[src/rtl/branch_predictor_if.sv]
// Resolution (training) bus from the resolving stage into the predictor.
// master: resolving stage drives; slave: branch_predictor receives.
interface branch_predictor_if #(
    parameter int PC_W = 16
);
    logic            upd_valid;
    logic [PC_W-1:0] upd_pc;
    logic            upd_is_ctrl;
    logic            upd_taken;
    logic [PC_W-1:0] upd_target;
    logic            upd_mispredict;

    modport master (
        output upd_valid,
        output upd_pc,
        output upd_is_ctrl,
        output upd_taken,
        output upd_target,
        output upd_mispredict
    );

    modport slave (
        input upd_valid,
        input upd_pc,
        input upd_is_ctrl,
        input upd_taken,
        input upd_target,
        input upd_mispredict
    );
endinterface

[src/rtl/branch_predictor.sv]
// IF-stage next-PC predictor: direct-mapped BTB with 2-bit counters.
// Ports: clk, reset (sync, active-high); pc -> pred_next_pc/pred_taken
// (combinational); upd (slave) trains the BTB; stat_* perf counters.
module branch_predictor #(
    parameter int         PC_W     = 16,
    parameter int         IDX_W    = 4,
    parameter logic [1:0] CNT_INIT = 2'b10
) (
    input  logic            clk,
    input  logic            reset,
    input  logic [PC_W-1:0] pc,
    output logic [PC_W-1:0] pred_next_pc,
    output logic            pred_taken,
    branch_predictor_if.slave upd,
    output logic [15:0]     stat_lookups,
    output logic [15:0]     stat_mispredicts
);
    localparam int ENT   = 2**IDX_W;
    localparam int TAG_W = PC_W - IDX_W;

    logic             r_valid  [ENT];
    logic [TAG_W-1:0] r_tag    [ENT];
    logic [PC_W-1:0]  r_target [ENT];
    logic [1:0]       r_cnt    [ENT];
    logic [15:0]      r_lookups;
    logic [15:0]      r_mispredicts;

    logic [IDX_W-1:0] w_idx;
    logic             w_hit;
    logic [IDX_W-1:0] w_uidx;
    logic [TAG_W-1:0] w_utag;
    logic             w_uhit;
    logic             w_do_upd;

    // Lookup reads the registered state only, so a same-cycle update
    // to the same index is seen from the next cycle on.
    assign w_idx        = pc[IDX_W-1:0];
    assign w_hit        = r_valid[w_idx] && (r_tag[w_idx] == pc[PC_W-1:IDX_W]);
    assign pred_taken   = w_hit && r_cnt[w_idx][1];
    assign pred_next_pc = pred_taken ? r_target[w_idx] : pc + 1'b1;

    assign w_uidx   = upd.upd_pc[IDX_W-1:0];
    assign w_utag   = upd.upd_pc[PC_W-1:IDX_W];
    assign w_uhit   = r_valid[w_uidx] && (r_tag[w_uidx] == w_utag);
    assign w_do_upd = upd.upd_valid && upd.upd_is_ctrl;

    // Tag/target are left alone by reset; valid=0 masks them.
    always_ff @(posedge clk) begin
        if (reset) begin
            for (int i = 0; i < ENT; i++) begin
                r_valid[i] <= 1'b0;
                r_cnt[i]   <= 2'b00;
            end
        end else if (w_do_upd) begin
            if (w_uhit) begin
                if (upd.upd_taken) begin
                    if (r_cnt[w_uidx] != 2'b11)
                        r_cnt[w_uidx] <= r_cnt[w_uidx] + 2'b01;
                    r_target[w_uidx] <= upd.upd_target;
                end else if (r_cnt[w_uidx] != 2'b00) begin
                    r_cnt[w_uidx] <= r_cnt[w_uidx] - 2'b01;
                end
            end else if (upd.upd_taken) begin
                r_valid[w_uidx]  <= 1'b1;
                r_tag[w_uidx]    <= w_utag;
                r_target[w_uidx] <= upd.upd_target;
                r_cnt[w_uidx]    <= CNT_INIT;
            end
        end
    end

    always_ff @(posedge clk) begin
        if (reset) begin
            r_lookups     <= 16'h0000;
            r_mispredicts <= 16'h0000;
        end else if (w_do_upd) begin
            if (r_lookups != 16'hFFFF)
                r_lookups <= r_lookups + 16'h0001;
            if (upd.upd_mispredict && r_mispredicts != 16'hFFFF)
                r_mispredicts <= r_mispredicts + 16'h0001;
        end
    end

    assign stat_lookups     = r_lookups;
    assign stat_mispredicts = r_mispredicts;
endmodule

[src/flat_wrapper.sv]
// flat-port wrapper written by rule: the top's interface ports become plain ports
module branch_predictor_flat 
#(
    parameter int         PC_W     = 16,
    parameter int         IDX_W    = 4,
    parameter logic [1:0] CNT_INIT = 2'b10
)
  (clk, reset, pc, pred_next_pc, pred_taken, stat_lookups, stat_mispredicts, upd_upd_valid, upd_upd_pc, upd_upd_is_ctrl, upd_upd_taken, upd_upd_target, upd_upd_mispredict);
  branch_predictor_if #(.PC_W(PC_W)) upd_i ();
  input  logic clk;
  input  logic reset;
  input  logic [PC_W-1:0] pc;
  output logic [PC_W-1:0] pred_next_pc;
  output logic pred_taken;
  output logic [15:0] stat_lookups;
  output logic [15:0] stat_mispredicts;
  input wire logic [$bits(upd_i.upd_valid)-1:0] upd_upd_valid;
  input wire logic [$bits(upd_i.upd_pc)-1:0] upd_upd_pc;
  input wire logic [$bits(upd_i.upd_is_ctrl)-1:0] upd_upd_is_ctrl;
  input wire logic [$bits(upd_i.upd_taken)-1:0] upd_upd_taken;
  input wire logic [$bits(upd_i.upd_target)-1:0] upd_upd_target;
  input wire logic [$bits(upd_i.upd_mispredict)-1:0] upd_upd_mispredict;
  assign upd_i.upd_valid = upd_upd_valid;
  assign upd_i.upd_pc = upd_upd_pc;
  assign upd_i.upd_is_ctrl = upd_upd_is_ctrl;
  assign upd_i.upd_taken = upd_upd_taken;
  assign upd_i.upd_target = upd_upd_target;
  assign upd_i.upd_mispredict = upd_upd_mispredict;
  branch_predictor #(.PC_W(PC_W), .IDX_W(IDX_W), .CNT_INIT(CNT_INIT)) u_core (.clk(clk), .reset(reset), .pc(pc), .pred_next_pc(pred_next_pc), .pred_taken(pred_taken), .upd(upd_i), .stat_lookups(stat_lookups), .stat_mispredicts(stat_mispredicts));
endmodule
[config.mk]
export PLATFORM = sky130hd
export DESIGN_NAME = branch_predictor_flat
export DESIGN_NICKNAME = d
export VERILOG_FILES = /design/src/rtl/branch_predictor_if.sv /design/src/rtl/branch_predictor.sv /design/src/flat_wrapper.sv
export SDC_FILE = /design/constraint.sdc
export NUM_CORES = 1
export LEC_CHECK = 0
export CORE_ASPECT_RATIO = 0.7
export CORE_UTILIZATION = 45
export DETAILED_ROUTE_END_ITERATION = 10
export SLEW_MARGIN = 15
export SYNTH_ARGS = -nofsm -noshare
export SYNTH_HDL_FRONTEND = slang
export SYNTH_SLANG_ARGS = --single-unit
export TNS_END_PERCENT = 1
[constraint.sdc]
create_clock -name clk -period 8.7 [get_ports clk]
set_clock_uncertainty 0.05 [all_clocks]
set_input_delay 2.61 -clock clk [delete_from_list [all_inputs] [get_ports clk]]
set_output_delay 2.61 -clock clk [all_outputs]
set_load 0.005 [all_outputs]
==> results by group, run 1 <==
Run status
  • Status: finished, violations left
  • Failing checks: DRC

Floorplanning
  • Starting density of the core: 45.7%
  • CORE AREA: 0.0509 mm²
  • Die width: 274 µm
  • I/O Pins: 103
  • Rows: 69
  • Die Height: approximately 190 µm
  • Die footprint: around 0.053 mm²

Hold path
  • Min-delay src: u_core.r_valid[8]
  • Hold Path Depth: 1
  • Min-Delay Path Class: reg -> reg
  • Hold Path Sink: u_core.r_valid[8]

Timing
  • Final Setup Violations: 0
  • RSZ-0062 raised after global routing: no
  • Setup TNS Final: 0 ps
  • Tmin final: 8470 ps
  • Crit share post-route: 97.4%
  • Slew margin rel.: 27.8%
  • Final hold vios: 0
  • Worst-Margin Slew: ~1100 ps
  • Fmax: 0.118 GHz
  • Slew Limit Fails: 0

Power and ir drop
  • Standby leakage power: between 8 and 9 nW
  • PD cells: 200 mW/mm²
  • Max VDD drop: 146 µV

Detailed routing
  • Via/cell ratio: 6.09
  • Drt first pass iters: 9
  • Drt initial violations: between 1000 and 1500
  • Routed length per placed instance: 27.7 µm
  • Post-Route WL: 59900 µm
  • Drc violations: 8
  • Via count: around 13000
  • ANT nets after route: 0

Synthesis
  • Post-synth EDFFs: 480
  • Most common cell in the synthesized netlist: edfxtp_1
  • Avg Inst Size Synth: 17.8 µm²
  • Syn_nets: between 1000 and 1500
  • Register bit total from synthesis: 528
  • Mapped Cells: 1305
  • Sequential element share of the synthesized area: about two thirds
  • Most frequent cells after synthesis: edfxtp_1, mux4_2, nor2_1
  • Yosys top cell by area: edfxtp_1
  • Count of cell types in the netlist: 57
  • Synth Flop Type: edfxtp_1
  • Async SR Flop Fraction: 0%
  • Ys Warns: 0
  • Synthesized area: between 0.02 and 0.025 mm²
  • Share of the synthesized area in the top cell type: 61.9%
  • Synth top area cells: edfxtp_1, mux4_2, dfxtp_1

Critical path
  • Reg2reg end: u_core.r_tag[7][4]
  • Data required time of the worst path: around 6000 ps
  • R2r setup slk: approximately 4500 ps
  • Startpoint types: input pin
  • R2R cell count: 9
  • CP Buf/Inv Count: 4
  • Critical Path, Cell by Cell: clkbuf_8 -> buf_12 -> mux4_2 -> mux4_2 -> xnor2_1 -> nand4_1 -> nor3_1 -> nand3_1 -> buf_12 -> mux2_2 -> clkdlybuf4s50_1
  • Worst reg2reg path startpoint: u_core.r_tag[0][7]
  • CP Class: in -> out
  • Largest delay share family, worst path: multiplexers
  • CP max stage cell: mux4_2
  • Largest stage delay on the critical path: 530 ps
  • Worst EP arrival: 5810 ps
  • CP Capture Type: output port
  • Crit path max fanout: 19

Clock tree
  • Post-CTS Setup Bufs: 0
  • Post_cts resized: 0
  • CTS Buf Count: 51
  • Worst-Skew Late Latency: approximately 620 ps
  • # clock sinks: 528
  • H-tree levels: 2
  • CTS max path bufs: 3
  • CTS clock-pin slew for the worst setup and hold paths: roughly 60 ps
  • Post-CTS Hold Buffers: 0
  • CTS tree: done
  • CTS root buffer: clkbuf_16

Place
  • Port-buffer cells: around 100
  • Post-DP Area: 0.0254 mm²
  • Hpwl dp: 38100 µm
  • Routability Congestion: 0.846

Final layout
  • ANT cells: 0
  • Nets: 1503
  • Area growth, synth to finish: 16.3%
  • Post-route cell area: around 0.027 mm²
  • Layout cell share with drive strength beyond 1: 25.1%

GRT
  • Tot GR Track Use: 23.1%
  • Largest net degree at the start of global routing: 47
  • Vias in the first global route: 12819
  • GRT overflow: 0
  • First-pass GRT wire length: 87500 µm
  • Initial antenna violation count: 0

Job
  • Max Cap Violations: 0
==> worst register-to-register path, stage by stage (launching register included) <==
cell and delay (ps):
edfxtp_1 400, mux4_2 460, mux2i_1 190, xnor2_1 140
a2111oi_0 850, and4_1 430, o2111a_2 290, or2_2 530
nor2_1 320, buf_4 300
==> stage by stage <==
step	hold slack [ps]	std cells	setup slack (ps)	total power, mW	utilization [%]
after floorplan	395	1305	797	3.06	-
after global placement	417	2067	198	3.21	49.8
after detailed placement	419	2067	211	3.21	49.8
after CTS	434	2162	203	5.47	53.2
after global routing	451	2162	113	5.59	53.2
final	441	2162	229	5.43	53.2
==> flip-flops by register name, indices dropped and copies added (netlist names) <==
register                 flops
u_core.r_target            256
u_core.stat_lookups         16
u_core.r_valid              16
u_core.r_tag               192
u_core.r_cnt                32
u_core.stat_mispredicts     16
==> routing by layer <==
metal,up-vias,routed length (µm),GRT usage [%]
met4,0,1060,5.43
met1,6863,27300,35.9
met3,64,5200,4.89
met2,590,26400,33.3
met5,-,0,0
li1,5644,-,-
==> layout by cell type (no fill, tap or decap), types with 6 or more instances in the layout <==
| cell | netlist | final |
|---|---|---|
| a21oi_1 | 25 | 25 |
| a221oi_1 | 6 | 6 |
| a22oi_1 | 15 | 15 |
| and2_1 | 6 | 6 |
| and3_1 | 7 | 7 |
| buf_12 | 0 | 6 |
| buf_4 | 9 | 64 |
| clkbuf_1 | 35 | 14 |
| clkbuf_16 | 0 | 53 |
| clkdlybuf4s50_1 | 0 | 96 |
| clkinv_1 | 1 | 9 |
| clkinv_2 | 0 | 7 |
| dfxtp_1 | 48 | 48 |
| edfxtp_1 | 480 | 480 |
| inv_1 | 8 | 8 |
| mux2_2 | 23 | 23 |
| mux2i_1 | 61 | 61 |
| mux4_2 | 171 | 171 |
| nand2_1 | 47 | 47 |
| nand3_1 | 35 | 35 |
| nand4_1 | 14 | 14 |
| nor2_1 | 89 | 73 |
| nor2_2 | 0 | 16 |
| nor2b_1 | 10 | 10 |
| nor3_1 | 7 | 7 |
| nor4_1 | 7 | 7 |
| o211ai_1 | 8 | 8 |
| o21ai_0 | 14 | 14 |
| o2bb2ai_1 | 16 | 16 |
| o41ai_1 | 6 | 6 |
| o41ai_2 | 10 | 10 |
| xnor2_1 | 30 | 30 |
| xor2_1 | 34 | 34 |
==> worst max path at each step <==
stage | from | endpoint | cells past startpoint
2_1_floorplan | pc[0] | pred_next_pc[10] | 9
3_3_place_gp | pc[0] | pred_next_pc[6] | 10
3_5_place_dp | pc[0] | pred_next_pc[2] | 10
4_1_cts | pc[0] | pred_next_pc[2] | 11
5_1_grt | pc[0] | pred_next_pc[4] | 11
6_report | pc[0] | pred_next_pc[2] | 11
==> layout make-up <==
class / instances / area, µm²
Fill cell: 4048 / 23900
Timing Repair Buffer: 169 / 1590
Sequential cell: 528 / 15400
Clock buffer: 70 / 1420
Multi-Input combinational cell: 686 / 7540
Inverter: 10 / 37.5
Clock inverter: 25 / 280
Tap cell: 674 / 843
==> logic make-up after synthesis <==
group,synth area share (%)
xor gates and xnor gates,2.41
buffers and inverters,1.85
AOI/OAI and AO/OA,4.09
muxes,20.6
and+or+nand+nor,4.85
adders and majority gates,0.161
DFF,66.0
==> power breakdown <==
part / total (mW) / switching, mW / internal, mW
logic: 0.372 / 0.203 / 0.169
registers: 2.79 / 0.00909 / 2.78
clock network: 2.27 / 0.967 / 1.30
No activity file was read; power rests on OpenSTA's default activity.
==> run 2: changes to the inputs <==
Settings changed: CORE_ASPECT_RATIO 0.7 to default.
==> run 2 against run 1 <==
The run now ends clean. Critical path depth fell by 1. Wire length shrank 2.5%. Non-clock buffer count fell by 5. Cell area grew 0.11%. Cell count is 0.37% higher. Total power grew 1.0%. Hold slack worse by 4.4 ps. Die area about the same. Clock power up 3%. Worst setup slack got worse by 22 ps. Sequential share of layout area shrank 0.060 points.
==> results by group, run 2 (synthesis results as in run 1) <==
Detailed routing
  • ANT nets after route: 0 (unchanged)
  • Post-Route WL: 58400 µm (-2.5%)
  • Drt initial violations: 1058 (-26%)
  • Via/cell ratio: 6.03 (-0.91%)
  • Drc violations: 0 (-8)
  • Via count: 13089 (-0.55%)
  • Drt first pass iters: 6 (-3)
  • Routed length per placed instance: 26.9 µm (-2.9%)

Timing
  • Setup ws final: 207 ps (-21.8 ps)
  • Final hold vios: 0 (unchanged)
  • Worst hold slack: 436 ps (-4.43 ps)
  • RSZ-0062 raised after global routing: no
  • Setup TNS Final: 0 ps (unchanged)
  • Slew Limit Fails: 0 (unchanged)
  • Tmin final: 8490 ps (+21.8 ps)
  • Worst-Margin Slew: 1020 ps (-62.6 ps)
  • Final Setup Violations: 0 (unchanged)
  • Fmax: 0.118 GHz (-0.26%)
  • Slew margin rel.: 32.0% (+4.2 points)
  • Crit share post-route: 97.6% (+0.25 points)

GRT
  • Vias in the first global route: 13139 (+2.5%)
  • Tot GR Track Use: 22.4% (-0.72 points)
  • GRT overflow: 0 (unchanged)
  • Largest net degree at the start of global routing: 70 (+49%)
  • First-pass GRT wire length: 86600 µm (-0.95%)
  • Initial antenna violation count: 4 (+4)

Critical path
  • CP Capture Type: output port
  • Worst EP arrival: 5830 ps (+20 ps)
  • R2R cell count: 9 (unchanged)
  • Reg2reg end: u_core.r_tag[10][3]
  • R2r setup slk: 4660 ps (+180 ps)
  • Crit path max fanout: 26 (+7)
  • Worst reg2reg path startpoint: u_core.r_tag[10][7]
  • Startpoint types: input pin
  • CP Class: in -> out
  • Data required time of the worst path: 6040 ps (about the same)

Run status
  • Status: finished clean

Hold path
  • Min-delay src: u_core.r_valid[12]
  • Hold Path Depth: 1 (unchanged)
  • Min-Delay Path Class: reg -> reg
  • Hold Path Sink: u_core.r_valid[12]

Floorplanning
  • Die width: 229 µm (-16%)
  • CORE AREA: 0.0512 mm² (+0.51%)
  • Die Height: 229 µm (+19%)
  • Die footprint: 0.0527 mm² (about the same)
  • Rows: 83 (+20%)
  • Starting density of the core: 45.5% (-0.23 points)
  • I/O Pins: 103 (unchanged)

Place
  • Post-DP Area: 0.0253 mm² (-0.17%)
  • Routability Congestion: 0.826 (-2.3%)
  • Port-buffer cells: 102 (unchanged)
  • Cells after DPL: 2068 (+0.048%)
  • Hpwl dp: 35700 µm (-6.3%)
  • Post-Place Setup Slack: 85.9 ps (-125 ps)

Clock tree
  • CTS clock-pin slew for the worst setup and hold paths: 60 ps (about the same)
  • # clock sinks: 528 (unchanged)
  • CTS Buf Count: 55 (+7.8%)
  • CTS root buffer: clkbuf_16
  • Worst-Skew Late Latency: 610 ps (about the same)
  • CTS max path bufs: 3 (unchanged)
  • Post-CTS Setup Bufs: 0 (unchanged)
  • CTS tree: done
  • H-tree levels: 2 (unchanged)

Power and ir drop
  • Standby leakage power: 8.66 nW (+0.17%)
  • Max VDD drop: 148 µV (+0.96%)
  • PD cells: 202 mW/mm² (+0.92%)
  • Tot Pwr: 5.48 mW (+1.0%)

Final layout
  • Area growth, synth to finish: 16.4%
  • ANT cells: 0 (unchanged)
  • Largest regs: u_core.r_target: 256 flops, u_core.r_tag: 192 flops, u_core.r_cnt: 32 flops
  • Most frequent cells in the layout: edfxtp_1, mux4_2, clkdlybuf4s50_1
  • Most common cell after layout, fill and taps aside: edfxtp_1
  • Largest Register: u_core.r_target
  • Max reg flops: 256 (unchanged)
  • Final cell count without fillers: 2170 (+0.37%)
  • Layout cell share with drive strength beyond 1: 25.2% (+0.10 points)
  • Final Util: 53.0% (-0.22 points)
  • Post-route cell area: 0.0271 mm² (+0.11%)
  • Nets: 1502 (-0.067%)

Job
  • Max Cap Violations: 0 (unchanged)
-- run 2: how the worst max path moves through the flow --
| stage | start | end | slack [ps] | cells past startpoint |
|---|---|---|---|---|
| after floorplan | pc[0] | pred_next_pc[10] | 800 | 9 |
| after global placement | pc[0] | pred_next_pc[8] | 60 | 10 |
| after detailed placement | pc[0] | pred_next_pc[5] | 90 | 10 |
| after CTS | pc[0] | pred_next_pc[5] | 80 | 10 |
| after global routing | pc[0] | pred_next_pc[1] | 50 | 10 |
| final | pc[0] | pred_next_pc[5] | 210 | 10 |
-- run 2: routing by layer --
layer  routed length, µm  global-route usage [%]  vias to the layer above
met1               25700                    32.3                     6895
li1                    -                       -                     5654
met5                  28                       0                        -
met4                1300                    5.96                        4
met2               27800                    35.4                      453
met3                3560                    3.72                       83
-- run 2: power by group --
group	switching, mW	internal, mW
Clock	0.986	1.34
Combinational	0.198	0.167
Sequential	0.00786	2.78
Total	1.19	4.29
-- run 2: layout make-up --
cell class | instances | area [µm²]
clock inverters | 38 | 365
fillers | 4023 | 24100
multi-input cells | 686 | 7530
flip-flops and latches | 528 | 15400
well taps | 680 | 851
repair buffers | 164 | 1540
inverters | 10 | 37.5
clock buffers | 64 | 1410
-- run 2: critical path, stage by stage --
cell	delay, ps
buf_8	270
buf_4	250
mux4_2	500
mux4_2	540
xor2_1	170
nor3_1	310
nand3_1	190
buf_12	210
mux2_2	280
clkdlybuf4s50_1	460
-- run 2: repair_timing --
action,4_1_cts,5_1_grt
endpoints found under the setup margin,0,3
hold buffers,0,0
resized for setup,0,1
